--- src/rtl/moving_avg_proc_if.sv ---
// Sample/result handshake between the SPI ADC front end, the averager and the DAC side.
interface moving_avg_proc_if;
  logic       data_valid;
  logic [9:0] data_in;
  logic [9:0] data_out;
  logic       out_valid;

  modport master (output data_valid, data_in, input data_out, out_valid);
  modport slave  (input data_valid, data_in, output data_out, out_valid);
endinterface

--- src/rtl/moving_avg_proc.sv ---
// Edge-triggered moving-average filter over a 2^LOG2_TAPS sample window.
// Define MAVG_DC_BLOCK_EN to output the high-pass residue (sample - avg + 512, clamped).
module moving_avg_proc #(
  parameter int LOG2_TAPS = 3
) (
  input logic             sysclk,
  input logic             rst,
  moving_avg_proc_if.slave bus
);
  localparam int unsigned TAPS = 1 << LOG2_TAPS;
  localparam int unsigned SW   = 10 + LOG2_TAPS;

  typedef enum logic [1:0] {IDLE, UPDATE, OUTPUT} state_e;

  state_e               state_q, state_d;
  logic                 dv_q, armed_q;
  logic [9:0]           sample_q, sample_d;
  logic [SW-1:0]        sum_q, sum_d, sum_new;
  logic [9:0]           taps_q [TAPS];
  logic [9:0]           taps_d [TAPS];
  logic [LOG2_TAPS-1:0] wptr_q, wptr_d;
  logic [9:0]           dout_q, dout_d;
  logic                 ovld_q, ovld_d;
  logic [9:0]           avg, result;
  logic                 accept;

  // armed_q blocks a level that was already high across reset release
  assign accept  = bus.data_valid & ~dv_q & armed_q;
  assign sum_new = sum_q + SW'(sample_q) - SW'(taps_q[wptr_q]);
  assign avg     = sum_new[SW-1:LOG2_TAPS];

`ifdef MAVG_DC_BLOCK_EN
  logic signed [11:0] hp;
  assign hp = $signed({2'b00, sample_q}) - $signed({2'b00, avg}) + 12'sd512;
  always_comb begin
    if (hp < 12'sd0)         result = '0;
    else if (hp > 12'sd1023) result = '1;
    else                     result = hp[9:0];
  end
`else
  assign result = avg;
`endif

  always_comb begin
    state_d  = state_q;
    sample_d = sample_q;
    sum_d    = sum_q;
    taps_d   = taps_q;
    wptr_d   = wptr_q;
    dout_d   = dout_q;
    ovld_d   = 1'b0;
    case (state_q)
      IDLE: begin
        if (accept) begin
          state_d  = UPDATE;
          sample_d = bus.data_in;
        end
      end
      UPDATE: begin
        state_d        = OUTPUT;
        sum_d          = sum_new;
        taps_d[wptr_q] = sample_q;
        wptr_d         = wptr_q + LOG2_TAPS'(1);
        dout_d         = result;
        ovld_d         = 1'b1;
      end
      OUTPUT:  state_d = IDLE;
      default: state_d = IDLE;
    endcase
  end

  always_ff @(posedge sysclk) begin
    if (rst) begin
      state_q  <= IDLE;
      dv_q     <= 1'b0;
      armed_q  <= ~bus.data_valid;
      sample_q <= '0;
      sum_q    <= '0;
      for (int unsigned i = 0; i < TAPS; i++) taps_q[i] <= '0;
      wptr_q   <= '0;
      dout_q   <= '0;
      ovld_q   <= 1'b0;
    end else begin
      state_q  <= state_d;
      dv_q     <= bus.data_valid;
      armed_q  <= armed_q | ~bus.data_valid;
      sample_q <= sample_d;
      sum_q    <= sum_d;
      taps_q   <= taps_d;
      wptr_q   <= wptr_d;
      dout_q   <= dout_d;
      ovld_q   <= ovld_d;
    end
  end

  assign bus.data_out  = dout_q;
  assign bus.out_valid = ovld_q;
endmodule
--- src/flat_wrapper.sv ---
// flat-port wrapper written by rule: the top's interface ports become plain ports
module moving_avg_proc_flat 
#(
  parameter int LOG2_TAPS = 3
)
  (sysclk, rst, bus_data_valid, bus_data_in, bus_data_out, bus_out_valid);
  moving_avg_proc_if bus_i ();
  input logic sysclk;
  input logic rst;
  input wire logic [$bits(bus_i.data_valid)-1:0] bus_data_valid;
  input wire logic [$bits(bus_i.data_in)-1:0] bus_data_in;
  output wire logic [$bits(bus_i.data_out)-1:0] bus_data_out;
  output wire logic [$bits(bus_i.out_valid)-1:0] bus_out_valid;
  assign bus_i.data_valid = bus_data_valid;
  assign bus_i.data_in = bus_data_in;
  assign bus_data_out = bus_i.data_out;
  assign bus_out_valid = bus_i.out_valid;
  moving_avg_proc #(.LOG2_TAPS(LOG2_TAPS)) u_core (.sysclk(sysclk), .rst(rst), .bus(bus_i));
endmodule
--- config.mk ---
export PLATFORM = sky130hd
export DESIGN_NAME = moving_avg_proc_flat
export DESIGN_NICKNAME = d
export VERILOG_FILES = /design/src/rtl/moving_avg_proc_if.sv /design/src/rtl/moving_avg_proc.sv /design/src/flat_wrapper.sv
export SDC_FILE = /design/constraint.sdc
export NUM_CORES = 1
export LEC_CHECK = 0
export ABC_AREA = 1
export CELL_PAD_IN_SITES_DETAIL_PLACEMENT = 1
export CELL_PAD_IN_SITES_GLOBAL_PLACEMENT = 1
export CORE_AREA = 2 2 113 115
export CTS_BUF_LIST = sky130_fd_sc_hd__clkbuf_16
export DETAILED_ROUTE_END_ITERATION = 12
export DIE_AREA = 0 0 115 117
export PLACE_DENSITY = 0.85
export SLEW_MARGIN = 30
export SYNTH_ARGS = -nofsm -noshare
export SYNTH_HDL_FRONTEND = slang
export SYNTH_SLANG_ARGS = --single-unit
--- constraint.sdc ---
create_clock -name sysclk -period 3.4 [get_ports sysclk]
set_clock_uncertainty 0.15 [all_clocks]
set_input_delay 0.34 -clock sysclk [delete_from_list [all_inputs] [get_ports sysclk]]
set_output_delay 0.34 -clock sysclk [all_outputs]
set_load 0.005 [all_outputs]
==> results.cfg, run 1 <==
[logic_synthesis]
synth-main-ff-cell = dfxtp_1
synthesis.instances = 743
async_reset_ff_share_pct = 0
yosysSeqAreaShare_pct = 40.83
postSynthAreaPerCell_sq_um = 7.325
syn-num-nets = 780
syn-cell-area_sq_um = 5443
synth-edff-count = 0
synth.ff_latch_count = 111
synthDistinctLibCells = 29
synth_warnings = 0

[final_layout]
area_delta_synth_final_pct = 11.29
final_net_count = 775
final_cell_mix = o21ai_0 (123), dfxtp_1 (108), a21oi_1 (100)
num_antenna_cells = 0
final_layout_size_suffix_gt1_share_pct = 8.614
final_common_cell = o21ai_0
nFillCells = 1551

[global_route]
track_usage_pct = 26.09
grt_pass1_wl_um = 27230
grt_pass1_vias = 5386
grt_max_degree = 97
grt_antenna_before_repair = 0
grt_overflow = 0

[critical_path]
worst-path-max-fanout = 20
critPathLaunchType = flop
crit_start = u_core.wptr_q[0]
cp-endpoint = u_core.bus.data_out[4]
rrSetupSlack_ns = 0.15
reg2reg_from = u_core.wptr_q[0]
r2r_cells = 15
endpoint_kind = flop
crit_required_ns = 3.51
reg2reg_to = u_core.bus.data_out[4]
worstSetupPathType = reg2reg
worstPathArrival_ns = 3.36

[timing]
slew_headroom_pct = 50.19
worst_slew_pin_slew_ns = 0.7449
drv_slew = 0
fin_crit_ns = 3.246
timing.setup.tns_ns = 0
final_hold_viol_count = 0
rsz0062_at_grt = no
finalSetupViolations = 0
fin_crit_sh_pct = 95.48
fmax_mhz = 308.0

[floorplan]
die_area_sq_um = 13460
fp.dieH_um = 117
ios = 24
die_x_um = 115
num_rows = 41
initial_core_util_pct = 44.21
fp.coreArea_sq_um = 12310

[placed_design]
port_buffers = 23
place_congestion = 0.8566
hpwl_um = 11340

[power]
internal_power_w = 0.002330
clockPowerShare_pct = 36.7
power_frac_comb_pct = 23.1
pwr-share-seq_pct = 40.2
swShare_pct = 31.03
power.switching_w = 0.001048
peakVddDrop_mv = 0.3432
power_density_nw_per_um2 = 557.7
p_leak_nw = 2.683
power.total_w = 0.003378

[clocking]
cts_max_path_buffers = 2
cts_tree = done
cts_hold_buf = 0
htreeDepth = 3
cts.sinks = 111
clk_pin_slew_ns = 0.08
cts_buffers = 9
root_buffer = clkbuf_16
clk_latency_ns = 0.36

[route]
vias_per_cell = 5.694
antenna_left = 0
drt_iter0_markers = 257
drc_errors = 0
drtPass1Iterations = 5
totalWireLength_um = 16780
post_drt_wl_per_cell_um = 18.79
num_vias = 5085

[hold_path]
hold_path_class = reg2reg
worstHoldPathCells = 2

[run_status]
status = finished clean

[flow_run]
maxCapViolations = 0
-- stage by stage --
stage	cell area (sq um)	hold slack (ns)	util, %	setup WS [ns]	instances
6_report	6057	0.3156	49.20	0.1537	893
5_1_grt	6057	0.3747	49.20	0.01394	893
4_1_cts	5978	0.3137	48.56	0.07256	891
3_5_place_dp	5630	0.3000	45.73	0.02907	875
3_3_place_gp	5630	0.2777	45.73	0.1473	875
2_1_floorplan	5443	0.2587	-	0.5136	743
-- Yosys cell counts (3+ instances only) --
cell type | instances | share of area [%]
ha_1 | 14 | 3.2
buf_2 | 12 | 1.1
nand2_1 | 81 | 5.6
dfxtp_1 | 111 | 41
a21oi_1 | 101 | 9.3
xor2_1 | 3 | 0.48
o2111ai_1 | 8 | 1.3
o21ai_1 | 4 | 0.37
inv_2 | 18 | 1.2
nand4_1 | 6 | 0.69
nor2_1 | 95 | 6.6
fa_1 | 10 | 3.7
inv_1 | 79 | 5.4
nor2_4 | 3 | 0.62
clkbuf_1 | 13 | 0.90
nand3_1 | 23 | 2.1
buf_6 | 5 | 1.0
buf_4 | 15 | 2.1
o21ai_0 | 128 | 12
-- final cells by class --
class / instances / area, sq um / share of cell area (%)
Multi-Input combinational cell: 488 / 2626 / 43.36
Sequential cell: 111 / 2228 / 36.79
Inverter: 97 / 367.9 / 6.073
Timing Repair Buffer: 30 / 295.3 / 4.875
Clock buffer: 9 / 225.2 / 3.718
Tap cell: 150 / 187.7 / 3.099
Clock inverter: 7 / 118.9 / 1.962
Timing Repair inverter: 1 / 7.507 / 0.1239
-- how the worst min path moves through the flow --
stage	slack, ns	endpoint	from
floorplan	0.26	u_core.armed_q	bus_data_valid
global placement	0.28	u_core.armed_q	u_core.armed_q
detailed placement	0.30	u_core.armed_q	u_core.armed_q
CTS	0.31	u_core.armed_q	u_core.armed_q
global route	0.37	u_core.armed_q	u_core.armed_q
finish	0.32	u_core.armed_q	u_core.armed_q
-- flip-flops by register name, indices dropped and copies added (netlist names) --
signal / cells
u_core.bus.data_out: 9
u_core.wptr_q: 3
u_core.taps_q: 80
u_core.dv_q: 1
u_core.armed_q: 1
u_core.bus.out_valid: 1
u_core.state_q: 2
u_core.sum_q: 4
u_core.sample_q: 10
-- power groups by stage --
| stage | Sequential, W | Clock [W] | Combinational, W |
|---|---|---|---|
| 2_1_floorplan | 0.00138 | 0 | 0.000554 |
| 3_3_place_gp | 0.00138 | 0 | 0.000712 |
| 3_5_place_dp | 0.00139 | 0 | 0.000750 |
| 4_1_cts | 0.00136 | 0.00125 | 0.000761 |
| 5_1_grt | 0.00136 | 0.00130 | 0.000879 |
| 6_report | 0.00136 | 0.00124 | 0.000779 |
-- cells by family after synthesis --
group | share of synthesized area (%)
adders and majority gates | 6.897
AOI/OAI and AO/OA | 23.36
and+or+nand+nor | 16.14
xor gates and xnor gates | 0.8047
buffers and inverters | 11.98
DFF | 40.83
-- worst max-delay path, stage by stage (launching register included) --
cell       delay [ns]
dfxtp_2          0.39
inv_2            0.05
buf_4            0.21
o21ai_0          0.35
o2111ai_1        0.25
fa_1             0.53
inv_1            0.04
ha_1             0.35
nand2_1          0.12
nor2_1           0.14
nand2_1          0.08
nand2_1          0.08
xnor2_1          0.16
nand2_1          0.09
nand2_1          0.09
inv_1            0.05
-- what timing repair did --
action	4_1_cts	5_1_grt
pin swaps	0	1
gates resized for setup	4	23
endpoints found under the setup margin	3	8
setup buffers	0	1
cloned	0	1
-- metal layers --
layer  wire (um)  part of all wire, %  GRT usage (%)
met1        7209                   43          32.54
met2        8349                   50          45.25
met3         673                  4.0          3.553
met4         544                  3.2          11.57
met5           0                    0              0
Note: power is estimated with default switching activity, not from simulation.
==> run 2, diff against run 1 <==
Settings changed: CTS_CLUSTER_SIZE set to 10, PLACE_DENSITY 0.85 to 0.84.
==> run 2 against run 1 <==
  * Sequential power is essentially flat
  * Global-route usage shrank 0.30 points
  * Via count shrank 0.85%
  * Flip-flop and latch count is the same
==> results.cfg, run 2 (same netlist as run 1, synthesis figures left out) <==
[run_status]
status = finished clean

[critical_path]
critical_path.cell_chain = inv_1, nand2_4, buf_12, nor2_1, o21ai_0, o2111ai_2, fa_1, inv_1, ha_1, nand2_1, nor2_1, nand3_1, nand4_1, nand3_1, nand2_1, inv_1
path_common_cell = inv_1
critPathLaunchType = flop
cp_slowest_cell = fa_1
cp_top_family = simple AND/OR/NAND/NOR gates
worstPathArrival_ns = 3.43
max_stage_delay_ns = 0.54
endpoint_kind = flop
crit_required_ns = 3.52
worst-path-buf-inv = 4
worst-path-max-fanout = 5
worstSetupPathType = reg2reg

[final_layout]
final_layout_size_suffix_gt1_share_pct = 7.383
post-route-cell-area_sq_um = 6036
largest_reg_flops = 80
top_register = u_core.taps_q
num_antenna_cells = 0
final_net_count = 777
final_cell_mix = o21ai_0 (128), dfxtp_1 (110), a21oi_1 (101)
instances_no_fill = 895
final_common_cell = o21ai_0
area_delta_synth_final_pct = 10.90

[timing]
fin_crit_sh_pct = 97.50
final_hold_viol_count = 0
holdWs_ns = 0.3178
worst_slew_pin_slew_ns = 0.7964
finalSetupViolations = 0
fmax_mhz = 301.7
slew_headroom_pct = 46.75
drv_slew = 0
fin_crit_ns = 3.315
rsz0062_at_grt = yes

[power]
power_density_nw_per_um2 = 538.6
peakVddDrop_mv = 0.3773
pwr-share-seq_pct = 41.8
internal_power_w = 0.002190
swShare_pct = 32.64
power.switching_w = 0.001061
p_leak_nw = 2.674
clockPowerShare_pct = 34.5
power_frac_comb_pct = 23.8

[clocking]
cts_buffers = 9
cts_max_path_buffers = 2
clk_pin_slew_ns = 0.08
clk_latency_ns = 0.37
cts.sinks = 111
htreeDepth = 3
root_buffer = clkbuf_16
cts_tree = done

[route]
drtPass1Iterations = 5
totalWireLength_um = 16650
highest_layer = met4
wl_met3_um = 496
post_drt_wl_per_cell_um = 18.60
drt_iter0_markers = 289
wl_met2_um = 8451
num_vias = 5042
antenna_left = 0
wl_met1_um = 7407
drc_errors = 0
vias_per_cell = 5.634

[floorplan]
fp.dieH_um = 117
ios = 24
initial_core_util_pct = 44.21
die_x_um = 115
num_rows = 41
die_area_sq_um = 13460
fp.coreArea_sq_um = 12310

[placed_design]
hpwl_um = 11200
place_congestion = 0.8544
port_buffers = 23
placed_cells = 876
dpl_cell_area_sq_um = 5650

[global_route]
grt_max_degree = 74
grt_antenna_before_repair = 0
grt_pass1_wl_um = 26610
grt_overflow = 0
track_usage_pct = 25.79
grt_pass1_vias = 5308

[flow_run]
maxCapViolations = 0

[hold_path]
hold_path_class = reg2reg
[run 2: timing repair]
action                     CTS  global route
hold buffers                 0             0
setup endpoints to repair    0            10
setup buffers                0             3
gates resized for setup      0             9
[run 2: metal layers]
layer / GRT usage (%) / up-vias
li1: - / 2421
met1: 31.85 / 2512
met2: 45.73 / 85
met3: 3.811 / 24
met4: 9.719 / 0
met5: 0 / -
[run 2: area by class of cell]
cell class                 count  area [sq um]
sequential                   111          2223
timing repair buffer          33         355.3
clock inverter                 7         82.58
fill                        1577          6276
tap                          150         187.7
clock buffer                   9         225.2
multi-input combinational    488          2594
inverter                      97         367.9
[run 2: final timing paths]
check	startpoint	to	slack (ns)	depth (start not counted)
worst max-delay path	u_core.wptr_q[2]	u_core.bus.data_out[6]	0.09	16
worst min-delay path	u_core.armed_q	u_core.armed_q	0.32	2
worst min register to register	u_core.armed_q	u_core.armed_q	0.32	2
worst max register to register	u_core.wptr_q[2]	u_core.bus.data_out[6]	0.09	16
[run 2: worst min-delay path: cells and delay by family, from the launching register on]
kind | cells | cell delay, ns
DFF | 1 | 0.32
and+or+nand+nor | 2 | 0.11
[run 2: through the flow]
| step | power (W) | util (%) | TNS, ns | worst slack, ns |
|---|---|---|---|---|
| floorplan | 0.001934 | - | 0 | 0.5136 |
| global placement | 0.002099 | 45.89 | 0 | 0.1607 |
| detailed placement | 0.002142 | 45.89 | 0 | 0.04085 |
| CTS | 0.003257 | 48.39 | 0 | 0.007806 |
| global route | 0.003420 | 49.02 | -0.2633 | -0.07720 |
| finish | 0.003251 | 49.02 | 0 | 0.08503 |
[run 2: power by group through the flow]
stage	clock network, W	logic, W	registers, W
2_1_floorplan	0	0.000554	0.00138
3_3_place_gp	0	0.000714	0.00138
3_5_place_dp	0	0.000755	0.00139
4_1_cts	0.00114	0.000765	0.00136
5_1_grt	0.00118	0.000879	0.00136
6_report	0.00112	0.000773	0.00136
